File: src/rtl/seq_det_scheduler.sv
// Round-robin scheduler time-sharing one serial Mealy sequence detector among N_REQ requesters.
// Optional hit_mask output when SEQ_DET_HIT_MASK_EN is defined.
module seq_det_scheduler #(
    parameter int N_REQ   = 4,
    parameter int FRAME_W = 16,
    parameter int CNT_W   = $clog2(FRAME_W + 1),
    parameter int ID_W    = $clog2(N_REQ)
) (
    input  logic                       clk,
    input  logic                       rstn,
    input  logic [N_REQ-1:0]           req,
    input  logic [N_REQ*FRAME_W-1:0]   frame_data,
    output logic [N_REQ-1:0]           gnt,
    output logic                       busy,
    output logic                       done,
    output logic [ID_W-1:0]            done_id,
    output logic [CNT_W-1:0]           hit_count,
`ifdef SEQ_DET_HIT_MASK_EN
    output logic [FRAME_W-1:0]         hit_mask,
`endif
    output logic                       det_rstn,
    output logic                       det_din,
    input  logic                       det_hit
);
    localparam int IDX_W = $clog2(FRAME_W);

    typedef enum logic [1:0] {IDLE, FLUSH, SHIFT, REPORT} state_t;

    state_t             state;
    logic [ID_W-1:0]    rr_ptr;
    logic [ID_W-1:0]    sel_id;
    logic [ID_W-1:0]    sel;
    logic               found;
    logic [FRAME_W-1:0] frame;
    logic [CNT_W-1:0]   cnt;
    logic [IDX_W-1:0]   bit_idx;
    int unsigned        idx;
`ifdef SEQ_DET_HIT_MASK_EN
    logic [FRAME_W-1:0] mask_acc;
`endif

    // First requesting index at or after rr_ptr, wrapping.
    always_comb begin
        sel   = rr_ptr;
        found = 1'b0;
        idx   = 0;
        for (int unsigned k = 0; k < N_REQ; k++) begin
            idx = (32'(rr_ptr) + k) % N_REQ;
            if (!found && req[idx]) begin
                found = 1'b1;
                sel   = ID_W'(idx);
            end
        end
    end

    always_comb begin
        gnt = '0;
        if (rstn && state == IDLE && found)
            gnt[sel] = 1'b1;
    end

    assign busy     = (state != IDLE);
    assign det_rstn = rstn && (state != FLUSH);
    assign det_din  = rstn && (state == SHIFT) && frame[bit_idx];

    always_ff @(posedge clk) begin
        if (!rstn) begin
            state     <= IDLE;
            rr_ptr    <= '0;
            sel_id    <= '0;
            frame     <= '0;
            cnt       <= '0;
            bit_idx   <= '0;
            done      <= 1'b0;
            done_id   <= '0;
            hit_count <= '0;
`ifdef SEQ_DET_HIT_MASK_EN
            mask_acc  <= '0;
            hit_mask  <= '0;
`endif
        end else begin
            done <= 1'b0;
            case (state)
                IDLE: begin
                    if (found) begin
                        frame  <= frame_data[sel*FRAME_W +: FRAME_W];
                        sel_id <= sel;
                        rr_ptr <= (sel == ID_W'(N_REQ - 1)) ? '0 : sel + 1'b1;
                        state  <= FLUSH;
                    end
                end
                FLUSH: begin
                    cnt      <= '0;
                    bit_idx  <= IDX_W'(FRAME_W - 1);
`ifdef SEQ_DET_HIT_MASK_EN
                    mask_acc <= '0;
`endif
                    state    <= SHIFT;
                end
                SHIFT: begin
                    if (det_hit)
                        cnt <= cnt + 1'b1;
`ifdef SEQ_DET_HIT_MASK_EN
                    mask_acc[bit_idx] <= det_hit;
`endif
                    // Result registers load on the last bit so they are valid alongside done.
                    if (bit_idx == '0) begin
                        state     <= REPORT;
                        done      <= 1'b1;
                        done_id   <= sel_id;
                        hit_count <= cnt + CNT_W'(det_hit);
`ifdef SEQ_DET_HIT_MASK_EN
                        hit_mask  <= mask_acc | FRAME_W'(det_hit);
`endif
                    end else begin
                        bit_idx <= bit_idx - 1'b1;
                    end
                end
                REPORT: state <= IDLE;
                default: state <= IDLE;
            endcase
        end
    end
endmodule

File: config.mk
export PLATFORM = sky130hd
export DESIGN_NAME = seq_det_scheduler
export DESIGN_NICKNAME = d
export VERILOG_FILES = /design/src/rtl/seq_det_scheduler.sv
export SDC_FILE = /design/constraint.sdc
export NUM_CORES = 1
export LEC_CHECK = 0
export CORE_ASPECT_RATIO = 0.7
export CORE_MARGIN = 2
export CORE_UTILIZATION = 35
export CTS_CLUSTER_SIZE = 25
export DETAILED_ROUTE_END_ITERATION = 8
export PLACE_DENSITY = 0.71
export SLEW_MARGIN = 20
export SYNTH_ARGS = -nofsm -noshare
export SYNTH_HDL_FRONTEND = slang
export SYNTH_SLANG_ARGS = --single-unit
export TNS_END_PERCENT = 5
File: constraint.sdc
create_clock -name clk -period 5.5 [get_ports clk]
set_clock_uncertainty 0.2 [all_clocks]
set_input_delay 0.825 -clock clk [delete_from_list [all_inputs] [get_ports clk]]
set_output_delay 0.825 -clock clk [all_outputs]
set_load 0.1 [all_outputs]
==> flow_metrics.env, run 1 <==
export IMPL_path_common_cell="clkdlybuf4s50_1"
export IMPL_final_period_utilization_pct=74.9
export IMPL_syn_nets=358
export IMPL_fmax_mhz=243
export IMPL_power_density_nw_per_um2=439
export IMPL_outcome="finished, final reports clean"
export IMPL_synth_edf_count=0
export IMPL_cp_data_required_time_ps=4470
export IMPL_area_growth_pct=38.0
export IMPL_maxCapViolations=0
export IMPL_rrSetupSlack_ps=2940
export IMPL_worst_slew_pin_transition_ps=992
export IMPL_ys_warnings_count=0
export IMPL_peakVddDrop_mv=0.180
export IMPL_synth_main_ff_cell="dfxtp_1"
export IMPL_cpMaxStageDelayCell="clkdlybuf4s50_1"
export IMPL_row_count=26
export IMPL_ys_types=48
export IMPL_cpPeakStageDelay_ps=1150
export IMPL_clk_path_buf_depth=2
export IMPL_cp_cell_sequence="clkdlybuf4s50_1, inv_1, nor2_1, clkdlybuf4s50_1"
export IMPL_dp_hpwl_um=4940
export IMPL_final_area_um2=3590
export IMPL_crit_arrival_ps=3100
export IMPL_ys_ff_latch=39
export IMPL_gp_congestion=0.864
export IMPL_fillCellCount=718
export IMPL_maxSlewHeadroom_pct=33.7
export IMPL_hold_class="reg2reg"
export IMPL_cts_tree="yes"
export IMPL_synth_cells=279
export IMPL_rr_endpoint="frame[6]"
export IMPL_antennaDiodeCount=0
export IMPL_post_drt_wl_per_cell_um=14.7
export IMPL_min_path_cells=2
export IMPL_seqCellArea_um2=781
export IMPL_first_iter_violations=160
export IMPL_finalSetupTns_ps=0
export IMPL_grt_max_degree=34
export IMPL_placedCellCount=442
export IMPL_cp_max_fo=23
export IMPL_routed_wl_um=6630
export IMPL_syn_area_um2=2600
export IMPL_final_antenna_net_count=0
export IMPL_cp_end_kind="output pin"
export IMPL_hold_buffers=0
export IMPL_fp_dieW_um=107
export IMPL_cts_resized=0
export IMPL_ios=86
export IMPL_final_max_slew_viol_count=0
export IMPL_routed_via_density=5.20
export IMPL_multi_input_area_um2=1600
export IMPL_setup_viol=0
export IMPL_htreeDepth=2
export IMPL_clkLatencyLatePin_ps=290
export IMPL_die_area_um2=8150
export IMPL_crit_path_start="rstn"
export IMPL_grt_pass1_vias=2226
export IMPL_cts_root_buf="clkbuf_8"
export IMPL_grt_setup_unrepaired="false"
export IMPL_synthArstFlopShare_pct=0
export IMPL_clk_pin_slew_worst_paths_ps=80
export IMPL_startpoint_type="input pin"
export IMPL_numCtsBuffers=5
export IMPL_r2r_start="rr_ptr[1]"
export IMPL_vias=2341
export IMPL_hold_start="sel_id[0]"
export IMPL_critPathKind="in2out"
export IMPL_final_hold_viol_count=0
export IMPL_fin_crit_ps=4120
export IMPL_layout_cells_non_filler=450
export IMPL_port_buffers=85
export IMPL_yosysSeqAreaShare_pct=30.0
export IMPL_start_util_pct=35.9
export IMPL_clock_sinks=39
export IMPL_min_to="sel_id[0]"
export IMPL_drive_gt1_share_pct=11.9
export IMPL_fp_dieH_um=76.1
export IMPL_grt_overflow_total=0
export IMPL_place_area_um2=3460
export IMPL_post_synth_cell_area_avg_um2=9.33
export IMPL_grt_pass1_wl_um=10800
export IMPL_drt_pre_antenna_iters=4
export IMPL_grt_use_total_pct=16.3
export IMPL_antenna_found_initial=0
export IMPL_nets=430
export IMPL_worst_r2r_path_depth=6
export IMPL_leakage_nw=1.42
export IMPL_drc_errors=0
export IMPL_utilization_pct=49.5
export IMPL_coreArea_um2=7250
export IMPL_post_cts_buffers=0
[synthesized netlist by cell type (all sizes together), types with 5 or more instances]
master	instances	area, um2
inv	23	86.3
nor2b	5	33.8
o21ai	5	32.5
nand3	6	30.0
buf	8	80.1
nor2	20	85.1
and4	16	140
a221o	17	170
mux2i	8	80.1
a31oi	16	100
o21a	16	120
clkbuf	16	60.1
mux4	5	113
a211oi	5	37.5
mux2	16	229
ha	8	100
a21oi	10	53.8
nor3	5	25.0
nand2	6	22.5
dfxtp	39	781
[critical path, delay by kind of cell]
family / cells / cell delay, ps
AND/OR/NAND/NOR: 1 / 200
buffers and inverters: 3 / 2070
[worst max path at each step]
| stage | to | slack [ps] | cells past startpoint |
|---|---|---|---|
| 5_1_grt | det_rstn | 1230 | 4 |
| 6_report | det_rstn | 1380 | 4 |
| 4_1_cts | det_rstn | 1370 | 4 |
| 2_1_floorplan | gnt[0] | 860 | 4 |
| 3_3_place_gp | det_rstn | 1440 | 4 |
| 3_5_place_dp | det_rstn | 1360 | 4 |
[registers in the layout, summed over array words and instances (netlist names)]
register   count
frame         16
cnt            5
hit_count      5
bit_idx        4
done_id        2
rr_ptr         2
sel_id         2
state          2
done           1
[metrics by stage]
step | hold WS, ps | worst slack [ps] | total power [mW]
floorplan | 236 | 863 | 1.12
global placement | 264 | 1440 | 1.28
detailed placement | 266 | 1360 | 1.29
CTS | 277 | 1370 | 1.58
global route | 312 | 1230 | 1.67
finish | 281 | 1380 | 1.58
[final cells by class]
cell class                 instances  area share, %
multi-input combinational        193           44.5
timing repair buffer              89           24.3
sequential                        39           21.7
tap                               98           3.41
inverter                          23           2.40
clock buffer                       6           2.02
clock inverter                     2           1.67
[kinds of logic after synthesis]
| family | after synthesis | synth area share [%] |
|---|---|---|
| mux | 29 | 16.2 |
| flops | 39 | 30.0 |
| compound gates | 77 | 22.5 |
| buf+inv | 47 | 8.70 |
| simple gates | 73 | 16.8 |
| fa+ha+maj | 8 | 3.85 |
| xor+xnor | 6 | 2.02 |
[cells in the final DEF, fill, tap and decap left out, types with 2 or more instances in the layout]
cell and n:
clkdlybuf4s50_1 81, dfxtp_1 39, inv_1 23, nor2_1 17, a221o_1 17, and4_1 16
a31oi_1 16, o21a_1 16, mux2_4 13, a21oi_1 9, mux2i_1 8, ha_1 8
buf_4 8, nand2_1 6, nand3_1 6, nor3_1 5, mux4_2 5, a211oi_1 5
clkbuf_8 5, nor2b_1 4, and3_1 3, and2_1 3, xor2_1 3, xnor2_1 3
mux2_1 3, o21ai_2 2, nor2_2 2, nand2b_1 2, nand4_1 2, o21ai_0 2
bufinv_16 2
[per-layer routing]
| metal | up-vias | wire length [um] | track usage [%] |
|---|---|---|---|
| met1 | 1085 | 3430 | 24.5 |
| li1 | 1181 | - | - |
| met2 | 68 | 2890 | 24.2 |
| met3 | 7 | 252 | 2.48 |
| met4 | 0 | 60 | 3.90 |
| met5 | - | 0 | 0 |
[report_power, final]
part | internal, mW | switching, mW | total (mW)
registers | 0.376 | 0.0790 | 0.455
logic | 0.360 | 0.479 | 0.840
clock network | 0.181 | 0.101 | 0.282
Note: power is estimated with default switching activity, not from simulation.
==> run 2, diff against run 1 <==
- clock period: 5.5 -> 3.9 ns (I/O delays scaled with it)
==> run 2 against run 1 <==
Against the previous run: combinational power grew 44%; utilization grew 0.16 points; clock power shrank 3%; die area is the same; register-to-register slack lost 1300 ps; via count is the same; critical path depth grew 2; global-route usage grew 0.60 points; cell area grew 0.31%; non-clock buffer count grew 2; sequential share of layout area shrank 0.068 points; critical endpoint is now gnt[0].
==> flow_metrics.env, run 2 (synthesis results as in run 1) <==
export IMPL_cpLargestDelayFamily="buffers and inverters"
export IMPL_grt_overflow_total=0
export IMPL_routed_via_density=5.18
export IMPL_crit_arrival_ps=2460
export IMPL_power_density_nw_per_um2=590
export IMPL_hold_buffers=0
export IMPL_critPathKind="in2out"
export IMPL_grt_pass1_vias=2266
export IMPL_final_hold_viol_count=0
export IMPL_ios=86
export IMPL_grt_max_degree=33
export IMPL_wl_met3_um=348
export IMPL_min_to="hit_count[1]"
export IMPL_first_iter_violations=113
export IMPL_clk_pin_slew_worst_paths_ps=70
export IMPL_antenna_found_initial=0
export IMPL_antennaDiodeCount=0
export IMPL_worst_r2r_path_depth=5
export IMPL_cts_resized=0
export IMPL_cts_tree="yes"
export IMPL_hold_start="hit_count[1]"
export IMPL_fp_dieH_um=76.1
export IMPL_nets=432
export IMPL_post_cts_buffers=0
export IMPL_largest_reg_flops=16
export IMPL_final_cell_mix="clkdlybuf4s50_1 (78), dfxtp_1 (39), inv_1 (23)"
export IMPL_final_period_utilization_pct=83.2
export IMPL_numCtsBuffers=5
export IMPL_gp_congestion=0.813
export IMPL_final_max_slew_viol_count=0
export IMPL_startpoint_type="input pin"
export IMPL_grt_use_total_pct=16.9
export IMPL_top_layer_used="met4"
export IMPL_layout_commonest_cell="clkdlybuf4s50_1"
export IMPL_routed_wl_um=6770
export IMPL_die_area_um2=8150
export IMPL_fmax_mhz=308
export IMPL_start_util_pct=35.9
export IMPL_clock_sinks=39
export IMPL_fin_crit_ps=3250
export IMPL_grt_setup_unrepaired="false"
export IMPL_largest_register="frame"
export IMPL_power_mw=2.12
export IMPL_clkLatencyLatePin_ps=300
export IMPL_clk_path_buf_depth=2
export IMPL_maxSlewHeadroom_pct=34.5
export IMPL_drc_errors=0
export IMPL_rr_endpoint="frame[7]"
export IMPL_cpMaxStageDelayCell="clkdlybuf4s50_1"
export IMPL_cp_end_kind="output pin"
export IMPL_finalSetupTns_ps=0
export IMPL_worst_slew_pin_transition_ps=979
export IMPL_coreArea_um2=7250
export IMPL_hold_class="reg2reg"
export IMPL_outcome="finished, final reports clean"
export IMPL_fillCellCount=682
export IMPL_port_buffers=85
export IMPL_setup_viol=0
export IMPL_cpPeakStageDelay_ps=570
export IMPL_top_regs="frame: 16 flops, cnt: 5 flops, hit_count: 5 flops"
export IMPL_wl_met1_um=3420
export IMPL_maxCapViolations=0
export IMPL_drt_pre_antenna_iters=4
export IMPL_area_growth_pct=38.4
export IMPL_fp_dieW_um=107
export IMPL_cp_cell_sequence="clkdlybuf4s50_1, nor2_1, a221o_1, o22a_1, nor3_1, buf_12"
export IMPL_final_antenna_net_count=0
export IMPL_leakage_nw=1.42
export IMPL_cts_root_buf="clkbuf_8"
export IMPL_rrSetupSlack_ps=1690
export IMPL_min_path_cells=2
export IMPL_cp_max_fo=6
export IMPL_grt_pass1_wl_um=11000
export IMPL_htreeDepth=2
export IMPL_crit_buf_inv=2
export IMPL_row_count=26
export IMPL_wl_met2_um=2930
export IMPL_post_drt_wl_per_cell_um=15.0
export IMPL_cp_data_required_time_ps=3120
export IMPL_drive_gt1_share_pct=13.3
export IMPL_vias=2341
export IMPL_r2r_start="rr_ptr[1]"
export IMPL_peakVddDrop_mv=0.294
export IMPL_dp_hpwl_um=5250
## run 2: worst max-delay path by stage
| stage | from | end | slack (ps) | depth (start not counted) |
|---|---|---|---|---|
| floorplan | state[0] | gnt[0] | -450 | 6 |
| global placement | req[1] | gnt[0] | 670 | 6 |
| detailed placement | req[1] | gnt[0] | 640 | 6 |
| CTS | req[1] | gnt[0] | 640 | 6 |
| global route | req[3] | gnt[3] | 500 | 6 |
| finish | req[1] | gnt[0] | 650 | 6 |
## run 2: per-layer routing
metal	GRT usage, %	vias up
met5	0	-
met4	3.64	0
met3	3.34	6
met2	24.9	58
met1	25.2	1088
li1	-	1189
## run 2: cell type report
cell class	instances	area [um2]	share of cell area (%)
Multi-Input combinational cell	193	1600	44.3
Timing Repair Buffer	91	928	25.8
Sequential cell	39	781	21.7
Tap cell	98	123	3.40
Inverter	23	86.3	2.40
Clock buffer	5	68.8	1.91
Clock inverter	3	20.0	0.556
## run 2: report_power, final
group | internal (mW) | switching, mW
Sequential | 0.530 | 0.114
Combinational | 0.531 | 0.675
Clock | 0.124 | 0.149
Total | 1.19 | 0.939
## run 2: stage by stage
stage / cell area, um2 / cells / hold slack [ps] / setup slack [ps] / utilization, %
floorplan: 2600 / 279 / 236 / -447 / -
global placement: 3510 / 444 / 263 / 674 / 48.4
detailed placement: 3510 / 444 / 272 / 640 / 48.4
CTS: 3600 / 452 / 294 / 643 / 49.7
global route: 3600 / 452 / 307 / 505 / 49.7
finish: 3600 / 452 / 293 / 654 / 49.7
## run 2: worst min-delay path: cells and delay by family (launching register included)
| family | cells | cell delay [ps] |
|---|---|---|
| multiplexers | 1 | 60 |
| flip-flops | 1 | 330 |
| AND/OR/NAND/NOR | 1 | 70 |
==> run 3, diff against run 2 <==
- clock period: 3.9 -> 3 ns (I/O delays scaled with it)
==> run 3 against run 2 <==
Against the previous run: global-route usage grew 0.91 points; clock power grew 44%; critical path depth is the same; routed wire length grew 6.4%; largest power group unchanged; utilization grew 1.2 points; power grew 37%; register-to-register slack lost 960 ps; sequential power grew 29%; sequential share of layout area shrank 0.48 points; first-iteration DRC count grew 12%; worst hold slack lost 26 ps; cell count grew 1.3%.
==> flow_metrics.env, run 3 (synthesis results as in run 1) <==
export IMPL_wl_met3_um=334
export IMPL_hold_class="reg2reg"
export IMPL_clock_sinks=39
export IMPL_grt_setup_unrepaired="false"
export IMPL_final_hold_viol_count=0
export IMPL_clockPowerShare_pct=13.5
export IMPL_final_cell_mix="clkdlybuf4s50_1 (70), dfxtp_1 (38), inv_1 (23)"
export IMPL_final_period_utilization_pct=95.2
export IMPL_die_area_um2=8150
export IMPL_cts_tree="yes"
export IMPL_top_regs="frame: 16 flops, cnt: 5 flops, hit_count: 5 flops"
export IMPL_drive_gt1_share_pct=17.8
export IMPL_grt_pass1_wl_um=11600
export IMPL_first_iter_violations=126
export IMPL_grt_max_degree=33
export IMPL_top_layer_used="met4"
export IMPL_clkLatencyLatePin_ps=290
export IMPL_routed_via_density=5.24
export IMPL_clk_pin_slew_worst_paths_ps=70
export IMPL_drt_pre_antenna_iters=4
export IMPL_fin_crit_ps=2860
export IMPL_setup_viol=0
export IMPL_leakage_nw=1.49
export IMPL_start_util_pct=35.9
export IMPL_fp_dieW_um=107
export IMPL_grt_overflow_total=0
export IMPL_final_area_um2=3690
export IMPL_outcome="finished, final reports clean"
export IMPL_area_growth_pct=41.8
export IMPL_power_density_nw_per_um2=791
export IMPL_numCtsBuffers=5
export IMPL_clk_path_buf_depth=2
export IMPL_wl_met1_um=3660
export IMPL_maxCapViolations=0
export IMPL_cp_data_required_time_ps=2350
export IMPL_drc_errors=0
export IMPL_post_cts_buffers=0
export IMPL_post_drt_wl_per_cell_um=15.7
export IMPL_critPathKind="in2out"
export IMPL_crit_arrival_ps=2210
export IMPL_cp_end_kind="output pin"
export IMPL_fin_hold_ws_ps=267
export IMPL_fp_dieH_um=76.1
export IMPL_row_count=26
export IMPL_p_switching_mw=1.26
export IMPL_port_buffers=85
export IMPL_coreArea_um2=7250
export IMPL_p_int_mw=1.66
export IMPL_worst_slew_pin_transition_ps=655
export IMPL_maxSlewHeadroom_pct=56.3
export IMPL_startpoint_type="input pin"
export IMPL_final_max_slew_viol_count=0
export IMPL_layout_commonest_cell="clkdlybuf4s50_1"
export IMPL_largest_reg_flops=16
export IMPL_nets=438
export IMPL_routed_wl_um=7210
export IMPL_cp_max_fo=7
export IMPL_final_antenna_net_count=0
export IMPL_largest_register="frame"
export IMPL_fillCellCount=688
export IMPL_seq_power_share_pct=28.5
export IMPL_gp_congestion=0.776
export IMPL_peakVddDrop_mv=0.321
export IMPL_netSwitchingFraction_pct=43.2
export IMPL_antenna_found_initial=0
export IMPL_dp_slack_ps=162
export IMPL_grt_pass1_vias=2317
export IMPL_htreeDepth=2
export IMPL_fmax_mhz=350
export IMPL_grt_use_total_pct=17.8
export IMPL_vias=2399
export IMPL_wl_met2_um=3120
export IMPL_place_area_um2=3590
export IMPL_combPwrFrac_pct=58.0
export IMPL_cts_root_buf="clkbuf_8"
export IMPL_dp_hpwl_um=5520
export IMPL_setup_ws_ps=145
export IMPL_ios=86
export IMPL_antennaDiodeCount=0
run 3: changes by cell type in the layout (fill, tap and decap cells not counted), sizes merged:
cell,change
buf,+14
clkdlybuf4s50,-8
clkbuf,+3
clkinvlp,-2
clkinv,-1
run 3: per-layer routing:
layer / track usage, % / up-vias
met5: 0 / -
met4: 4.03 / 0
met3: 3.34 / 11
met2: 27.4 / 69
met1: 25.7 / 1121
li1: - / 1198
run 3: through the flow:
step	total power, mW	TNS (ps)	util, %	cells
global placement	2.47	0	49.4	450
finish	2.92	0	50.9	458
CTS	2.91	0	50.8	458
floorplan	2.07	-748	-	279
detailed placement	2.52	0	49.4	450
global route	3.10	0	50.9	458
run 3: power by group through the flow:
stage | clock (mW) | combinational [mW] | sequential, mW
after floorplan | 0 | 1.20 | 0.866
after global placement | 0 | 1.64 | 0.831
after detailed placement | 0 | 1.68 | 0.839
after CTS | 0.394 | 1.69 | 0.829
after global routing | 0.421 | 1.82 | 0.858
final | 0.394 | 1.69 | 0.831
run 3: worst max-delay path, cell delays in order:
cell             delay (ps)
clkdlybuf4s50_1         530
o41ai_1                 530
nor2_1                  130
o221a_1                 180
and2_1                  210
buf_12                  170
run 3: layout make-up:
class / count / area [um2] / share of cell area (%)
Timing Repair Buffer: 97 / 991 / 26.9
Clock buffer: 8 / 100 / 2.71
Multi-Input combinational cell: 193 / 1610 / 43.6
Sequential cell: 39 / 782 / 21.2
Tap cell: 98 / 123 / 3.32
Inverter: 23 / 86.3 / 2.34
run 3: repair_timing:
item	4_1_cts	5_1_grt
hold buffers	0	0
resized for setup	0	1
setup endpoints to repair	0	1
run 3: path summary, 6_finish.rpt:
check	startpoint	slack [ps]	cells past startpoint	to
setup reg to reg	rr_ptr[1]	730	6	frame[1]
setup / recovery	req[3]	140	6	gnt[3]
hold / removal	sel_id[0]	270	2	sel_id[0]
hold reg to reg	sel_id[0]	270	2	sel_id[0]
